## config.mk

```make
export PLATFORM = sky130hd
export DESIGN_NAME = fifo_wr_arbiter_flat
export DESIGN_NICKNAME = d
export VERILOG_FILES = /design/src/rtl/fifo_wr_arbiter_pkg.sv /design/src/rtl/fifo_wr_arbiter_if.sv /design/src/rtl/fifo_wr_arbiter_rr_pick.sv /design/src/rtl/fifo_wr_arbiter.sv /design/src/flat_wrapper.sv
export SDC_FILE = /design/constraint.sdc
export NUM_CORES = 1
export LEC_CHECK = 0
export ABC_AREA = 0
export BUFFER_PORTS_ARGS = -buffer_cell sky130_fd_sc_hd__buf_2
export CAP_MARGIN = 20
export CORE_MARGIN = 5
export CORE_UTILIZATION = 34
export CTS_BUF_LIST = sky130_fd_sc_hd__clkbuf_4
export DETAILED_ROUTE_END_ITERATION = 16
export PLACE_DENSITY_LB_ADDON = 0.05
export SYNTH_ARGS = -nofsm -noshare
export SYNTH_HDL_FRONTEND = slang
export SYNTH_SLANG_ARGS = --single-unit
```

## constraint.sdc

```tcl
create_clock -name clk -period 2.6 [get_ports clk]
set_clock_uncertainty 0.15 [all_clocks]
set_input_delay 0.13 -clock clk [delete_from_list [all_inputs] [get_ports clk]]
set_output_delay 0.13 -clock clk [all_outputs]
set_load 0.02 [all_outputs]
```

## src/rtl/fifo_wr_arbiter_pkg.sv

```systemverilog
// Shared definitions for the fifo write-port arbiter: FSM state encoding and
// a ceil-log2 helper used to size the grant index.
package fifo_wr_arbiter_pkg;

    typedef enum logic [0:0] {
        IDLE  = 1'b0,
        GRANT = 1'b1
    } state_t;

    function automatic int clog2(input int value);
        int bits;
        bits = 32'sd0;
        while ((32'sd1 <<< bits) < value) begin
            bits = bits + 32'sd1;
        end
        return bits;
    endfunction

endpackage

```

## src/rtl/fifo_wr_arbiter_if.sv

```systemverilog
// Requester/fifo-side bundle of the write arbiter. master = arbiter view,
// slave = the requesters plus fifo that surround it.
interface fifo_wr_arbiter_if
    import fifo_wr_arbiter_pkg::*;
#(
    parameter int n_req   = 4,
    parameter int data_wd = 32,
    parameter int sel_wd  = clog2(n_req)
);
    logic [n_req-1:0]         req;
    logic [n_req-1:0]         last;
    logic [n_req*data_wd-1:0] req_data;
    logic [n_req-1:0]         ack;
    logic                     fifo_full;
    logic                     fifo_wr;
    logic [data_wd-1:0]       fifo_wr_data;
    logic                     grant_vld;
    logic [sel_wd-1:0]        grant_id;

    modport master (
        input  req, last, req_data, fifo_full,
        output ack, fifo_wr, fifo_wr_data, grant_vld, grant_id
    );

    modport slave (
        output req, last, req_data, fifo_full,
        input  ack, fifo_wr, fifo_wr_data, grant_vld, grant_id
    );
endinterface

```

## src/rtl/fifo_wr_arbiter_rr_pick.sv

```systemverilog
// Combinational round-robin search: first set request after rr_ptr,
// wrapping modulo n_req.
module fifo_wr_arbiter_rr_pick
    import fifo_wr_arbiter_pkg::*;
#(
    parameter int n_req  = 4,
    parameter int sel_wd = clog2(n_req)
) (
    input  logic [n_req-1:0]  req,
    input  logic [sel_wd-1:0] rr_ptr,
    output logic [sel_wd-1:0] winner,
    output logic              any_req
);

    assign any_req = |req;

    // Walk offsets 1..n_req from the pointer; the first hit wins
    always_comb begin
        logic [sel_wd:0]   sum_v;
        logic [sel_wd-1:0] idx_v;
        logic              found_v;
        winner  = '0;
        found_v = 1'b0;
        sum_v   = '0;
        idx_v   = '0;
        for (int k = 1; k <= n_req; k++) begin
            sum_v = {1'b0, rr_ptr} + (sel_wd+1)'(k);
            if (sum_v >= (sel_wd+1)'(n_req)) begin
                idx_v = sel_wd'(sum_v - (sel_wd+1)'(n_req));
            end else begin
                idx_v = sel_wd'(sum_v);
            end
            if (!found_v && req[idx_v]) begin
                winner  = idx_v;
                found_v = 1'b1;
            end else begin
                found_v = found_v;
            end
        end
    end

endmodule

```

## src/rtl/fifo_wr_arbiter.sv

```systemverilog
// Round-robin arbiter sharing one fifo write port between n_req requesters,
// with bursts capped at max_burst words and fifo_full as backpressure.
module fifo_wr_arbiter
    import fifo_wr_arbiter_pkg::*;
#(
    parameter int n_req     = 4,
    parameter int sel_wd    = clog2(n_req),
    parameter int data_wd   = 32,
    parameter int max_burst = 8,
    parameter int cnt_wd    = 4
) (
    input  logic               clk,
    input  logic               rst,
    fifo_wr_arbiter_if.master  bus
);

    state_t             state_r, state_s;
    logic [sel_wd-1:0]  grant_id_r, grant_id_s;
    logic [sel_wd-1:0]  rr_ptr_r, rr_ptr_s;
    logic [cnt_wd-1:0]  beat_cnt_r, beat_cnt_s;
    logic [sel_wd-1:0]  winner_s;
    logic               any_req_s;
    logic               req_sel_s;
    logic               last_sel_s;
    logic               wr_s;
    logic [n_req-1:0]   ack_s;
    logic [data_wd-1:0] data_s;

    fifo_wr_arbiter_rr_pick #(
        .n_req  (n_req),
        .sel_wd (sel_wd)
    ) u_rr_pick (
        .req     (bus.req),
        .rr_ptr  (rr_ptr_r),
        .winner  (winner_s),
        .any_req (any_req_s)
    );

    assign req_sel_s  = bus.req[grant_id_r];
    assign last_sel_s = bus.last[grant_id_r];

    // State, grant, pointer and beat registers
    always_ff @(posedge clk) begin
        if (!rst) begin
            state_r    <= IDLE;
            grant_id_r <= '0;
            rr_ptr_r   <= sel_wd'(n_req - 1);
            beat_cnt_r <= '0;
        end else begin
            state_r    <= state_s;
            grant_id_r <= grant_id_s;
            rr_ptr_r   <= rr_ptr_s;
            beat_cnt_r <= beat_cnt_s;
        end
    end

    // Next-state and write strobe; the write is masked during reset so it
    // drops in the very cycle reset is asserted
    always_comb begin
        state_s    = state_r;
        grant_id_s = grant_id_r;
        rr_ptr_s   = rr_ptr_r;
        beat_cnt_s = beat_cnt_r;
        wr_s       = 1'b0;
        case (state_r)
            IDLE: begin
                if (any_req_s) begin
                    state_s    = GRANT;
                    grant_id_s = winner_s;
                    rr_ptr_s   = winner_s;
                    beat_cnt_s = '0;
                end else begin
                    state_s = IDLE;
                end
            end
            GRANT: begin
                wr_s = req_sel_s && !bus.fifo_full && rst;
                if (!req_sel_s) begin
                    state_s = IDLE;
                end else if (wr_s) begin
                    beat_cnt_s = beat_cnt_r + cnt_wd'(1);
                    if (last_sel_s || (beat_cnt_r == cnt_wd'(max_burst - 1))) begin
                        state_s = IDLE;
                    end else begin
                        state_s = GRANT;
                    end
                end else begin
                    state_s = GRANT;
                end
            end
            default: begin
                state_s = IDLE;
            end
        endcase
    end

    // One-hot acknowledge and grantee data mux
    always_comb begin
        ack_s  = '0;
        data_s = '0;
        for (int i = 0; i < n_req; i++) begin
            if (grant_id_r == sel_wd'(i)) begin
                ack_s[i] = wr_s;
                data_s   = bus.req_data[i*data_wd +: data_wd];
            end else begin
                ack_s[i] = 1'b0;
            end
        end
    end

    assign bus.grant_vld    = (state_r == GRANT);
    assign bus.grant_id     = grant_id_r;
    assign bus.fifo_wr      = wr_s;
    assign bus.ack          = ack_s;
    assign bus.fifo_wr_data = data_s;

endmodule

```

## src/flat_wrapper.sv

```systemverilog
// flat-port wrapper written by rule: the top's interface ports become plain ports
module fifo_wr_arbiter_flat import fifo_wr_arbiter_pkg::*;
#(
    parameter int n_req     = 4,
    parameter int sel_wd    = clog2(n_req),
    parameter int data_wd   = 32,
    parameter int max_burst = 8,
    parameter int cnt_wd    = 4
)
  (clk, rst, bus_req, bus_last, bus_req_data, bus_fifo_full, bus_ack, bus_fifo_wr, bus_fifo_wr_data, bus_grant_vld, bus_grant_id);
  fifo_wr_arbiter_if #(.n_req(n_req), .data_wd(data_wd), .sel_wd(sel_wd)) bus_i ();
  input  logic clk;
  input  logic rst;
  input wire logic [$bits(bus_i.req)-1:0] bus_req;
  input wire logic [$bits(bus_i.last)-1:0] bus_last;
  input wire logic [$bits(bus_i.req_data)-1:0] bus_req_data;
  input wire logic [$bits(bus_i.fifo_full)-1:0] bus_fifo_full;
  output wire logic [$bits(bus_i.ack)-1:0] bus_ack;
  output wire logic [$bits(bus_i.fifo_wr)-1:0] bus_fifo_wr;
  output wire logic [$bits(bus_i.fifo_wr_data)-1:0] bus_fifo_wr_data;
  output wire logic [$bits(bus_i.grant_vld)-1:0] bus_grant_vld;
  output wire logic [$bits(bus_i.grant_id)-1:0] bus_grant_id;
  assign bus_i.req = bus_req;
  assign bus_i.last = bus_last;
  assign bus_i.req_data = bus_req_data;
  assign bus_i.fifo_full = bus_fifo_full;
  assign bus_ack = bus_i.ack;
  assign bus_fifo_wr = bus_i.fifo_wr;
  assign bus_fifo_wr_data = bus_i.fifo_wr_data;
  assign bus_grant_vld = bus_i.grant_vld;
  assign bus_grant_id = bus_i.grant_id;
  fifo_wr_arbiter #(.n_req(n_req), .sel_wd(sel_wd), .data_wd(data_wd), .max_burst(max_burst), .cnt_wd(cnt_wd)) u_core (.clk(clk), .rst(rst), .bus(bus_i));
endmodule
```

==> Flow_metrics.wiki <==
{| class="wikitable"
! Metric !! Value
|-
| Run status || finished clean
|-
| Peak VDD IR || 0.386 mV
|-
| Number of max-capacitance violations reported || 0
|-
| Clock tree from TritonCTS || yes
|-
| Final Max Slew Viols || 0
|-
| Total CTS buffers || 3
|-
| Number of antenna violations at the first check in global routing || 0
|-
| DR iter-0 viols || 47
|-
| Min cycle time layout || 2.11 ns
|-
| PD cells || 377 nW/µm²
|-
| Number of buffers inserted by post-CTS setup repair || 0
|-
| Final weighted congestion in routability-driven placement || 0.869
|-
| Reg2Reg Depth || 5
|-
| Crit path arrival time || 1.83 ns
|-
| Row count || 22
|-
| Number of fillers in the final layout || 360
|-
| Busiest grt layer || met2
|-
| Max-slew headroom at the worst pin || 68.2%
|-
| Post-detailed-routing wire length || 6300 µm
|-
| Count of state elements after synthesis || 9
|-
| Met1 global-route usage || 28.3%
|-
| Number of global-route vias before repair || 1782
|-
| Relative area change from synthesis to final layout || 74.9%
|-
| Worst Path Class, Setup || reg2out
|-
| Summed negative setup slack over all endpoints || 0 ns
|-
| Most frequently used flop master after synthesis || sky130_fd_sc_hd__dfxtp_1
|-
| Final setup violation count || 0
|-
| Starting utilization of the core area || 35.2%
|-
| Layout net count || 420
|-
| Source of the worst register-to-register timing path || u_core.bus.grant_id[0]$_SDFFE_PN0P_
|-
| Maximum number of pins on one net before global-route repair || 40
|-
| Met3 routing resource usage after global routing || 4.07%
|-
| Detail-routed via count per cell || 5.24
|-
| Unrepaired setup endpoints after global routing || no
|-
| Min-Delay Path Class || in2reg
|-
| Gr ovfl total || 0
|-
| Critical path origin || u_core.bus.grant_id[0]$_SDFFE_PN0P_
|-
| Data required time at the worst endpoint || 2.32 ns
|-
| Start point of the worst min-delay path || bus_req[2]
|-
| Sequential fraction of the synthesis area || 13.9%
|-
| Antenna Nets Post-Route || 0
|-
| Final Hold Violating Endpoints || 0
|-
| Count of cell types in the netlist || 32
|-
| Area enclosed by the die boundary || 5160 µm²
|-
| Area leader, netlist || sky130_fd_sc_hd__mux4_2
|-
| Clock transition time at the flip-flop clock pins of the worst setup and hold paths || 0.06 ns
|-
| Cell Area, Synth || 1300 µm²
|-
| Placeable core region || 3690 µm²
|-
| Syn. warnings || 0
|-
| Fraction of post-synthesis cell area in the top cell type by area || 59.0%
|-
| Crit end category || output pin
|-
| Number of remaining DRC errors || 0
|-
| Dominant cells by area after synthesis || sky130_fd_sc_hd__mux4_2 59%, sky130_fd_sc_hd__dfxtp_1 14%, sky130_fd_sc_hd__nor2_1 2.0%
|-
| Hold Worst Slack || 0.108 ns
|-
| Root buffer cell || sky130_fd_sc_hd__clkbuf_4
|-
| Synthesized area per cell || 12.7 µm²
|-
| First-pass GRT wire length || 9320 µm
|-
| Util after Layout || 61.6%
|-
| Instance count along the most critical hold path || 4
|-
| Number of antenna repair diodes || 0
|-
| Via total after detailed routing || 1715
|-
| Width of the die || 71.8 µm
|-
| Ratio of cells with drive above 1 in the final layout || 79.6%
|-
| Overall fraction of global-route tracks in use || 23.3%
|-
| Buffers added on ports || 178
|-
| Portion of the clock cycle consumed by the worst path in the final layout || 81.1%
|-
| Net count of the mapped netlist || 242
|-
| Startpoint Class || flop
|-
| TritonRoute pass-1 iters || 4
|-
| Achievable Freq || 0.475 GHz
|-
| Share of synthesized flip-flops with an asynchronous set or reset || 0%
|-
| Transition at the pin with the smallest max-transition slack || 0.477 ns
|-
| Routed wire length per instance || 19.3 µm
|-
| DPL Wire Length || 5540 µm
|-
| CTS Buffer Depth || 2
|-
| Number of instances in the synthesized netlist || 102
|-
| Clock insertion delay at the later pin of the skew report || 0.26 ns
|-
| Height of the die || 71.8 µm
|-
| Max H-tree Level || 1
|-
| R2R setup slack || 0.77 ns
|-
| Number of top-level pins || 179
|-
| Number of enable-type register cells in the synthesized netlist || 0
|-
| Total clock sinks || 9
|-
| Max FO, Critical Path || 10
|-
| Met2 usage || 41.1%
|-
| Static Leak || 1.14 nW
|}
-- state kept, by name, indices dropped and copies added (netlist names) --
name / count
u_core.beat_cnt_r: 4
u_core.bus.grant_id: 2
u_core.bus.grant_vld: 1
u_core.rr_ptr_r: 2
-- critical path, cell delays in order (launching register included) --
cell and delay (ns):
sky130_fd_sc_hd__dfxtp_2 0.53, sky130_fd_sc_hd__buf_4 0.26, sky130_fd_sc_hd__mux4_2 0.37, sky130_fd_sc_hd__nand2_1 0.20
sky130_fd_sc_hd__inv_1 0.05, sky130_fd_sc_hd__buf_2 0.15
-- power by group --
group,switching (W),internal (W)
Combinational,0.000278,0.000292
Sequential,0.0000191,0.000149
Clock,0.0000501,0.0000696
Total,0.000347,0.000510
-- routing by layer --
layer	wire length, µm	part of all wire [%]	up-vias
met5	0	0	-
met4	172	2.7	0
met3	524	8.3	16
met2	3290	52	95
met1	2320	37	812
li1	-	-	792
-- worst paths after layout --
path / endpoint
worst max-delay path: bus_fifo_wr
worst min-delay path: u_core.bus.grant_id[0]$_SDFFE_PN0P_
worst max register to register: u_core.beat_cnt_r[3]$_SDFFE_PN0P_
worst min register to register: u_core.beat_cnt_r[3]$_SDFFE_PN0P_
-- placed cells by master (no fill, tap or decap) --
| cell type | instances |
|---|---|
| sky130_fd_sc_hd__clkbuf_4 | 4 |
| sky130_fd_sc_hd__nor4bb_1 | 1 |
| sky130_fd_sc_hd__and3_1 | 2 |
| sky130_fd_sc_hd__ha_1 | 1 |
| sky130_fd_sc_hd__nor2_1 | 7 |
| sky130_fd_sc_hd__a21boi_0 | 1 |
| sky130_fd_sc_hd__dfxtp_2 | 2 |
| sky130_fd_sc_hd__xnor2_1 | 1 |
| sky130_fd_sc_hd__o21ai_0 | 5 |
| sky130_fd_sc_hd__o221ai_1 | 1 |
| sky130_fd_sc_hd__a211o_1 | 1 |
| sky130_fd_sc_hd__dfxtp_1 | 7 |
| sky130_fd_sc_hd__and3b_1 | 1 |
| sky130_fd_sc_hd__dlygate4sd3_1 | 1 |
| sky130_fd_sc_hd__nor2b_1 | 2 |
| sky130_fd_sc_hd__nand4_1 | 1 |
| sky130_fd_sc_hd__o31ai_1 | 1 |
| sky130_fd_sc_hd__a21oi_1 | 1 |
| sky130_fd_sc_hd__a31oi_1 | 1 |
| sky130_fd_sc_hd__or4bb_1 | 1 |
| sky130_fd_sc_hd__o2111ai_1 | 2 |
| sky130_fd_sc_hd__nor3_1 | 2 |
| sky130_fd_sc_hd__nand3_2 | 1 |
| sky130_fd_sc_hd__a21o_1 | 1 |
| sky130_fd_sc_hd__buf_4 | 2 |
| sky130_fd_sc_hd__nand2_1 | 6 |
| sky130_fd_sc_hd__buf_2 | 178 |
| sky130_fd_sc_hd__a21boi_1 | 1 |
| sky130_fd_sc_hd__mux4_2 | 34 |
| sky130_fd_sc_hd__a211oi_1 | 1 |
| sky130_fd_sc_hd__nand3_1 | 2 |
| sky130_fd_sc_hd__inv_1 | 5 |
| sky130_fd_sc_hd__nand3b_1 | 1 |
| sky130_fd_sc_hd__buf_12 | 1 |
-- Yosys cell counts, drive strengths merged (2+ instances only) --
cell and count:
a21boi 2, and3 2, buf 8, dfxtp 9
inv 5, mux4 34, nand2 6, nand3 3
nor2 7, nor2b 2, nor3 2, o2111ai 2
o21ai 5
-- cell type report --
type	count	area [µm²]	area share [%]
sequential	9	183	8.04
timing repair buffer	182	936	41.2
inverter	5	18.8	0.826
clock buffer	4	30.0	1.32
tap	48	60.1	2.64
multi-input combinational	79	1040	46.0
-- metrics by stage --
step	cell area (µm²)	total power, W	std cells	worst slack, ns
6_report	2270	0.000857	327	0.493
5_1_grt	2270	0.000910	327	0.347
4_1_cts	2270	0.000864	327	0.461
3_5_place_dp	2230	0.000742	322	0.747
3_3_place_gp	2230	0.000736	322	0.776
2_1_floorplan	1300	0.000527	102	0.814
-- cell families after synthesis --
group,after synthesis,share of synthesized area (%)
multiplexers,34,59.0
XOR/XNOR,1,0.674
buffers and inverters,14,5.78
AO/OA/AOI/OAI,16,8.38
AND/OR/NAND/NOR,27,11.4
adder cells (fa/ha/maj),1,0.963
flip-flops,9,13.9
-- what timing repair did --
item | in CTS | in global routing
hold endpoints to repair | 2 | 0
hold buffers | 1 | 0
gates resized for setup | 0 | 0
Note: power is estimated with default switching activity, not from simulation.
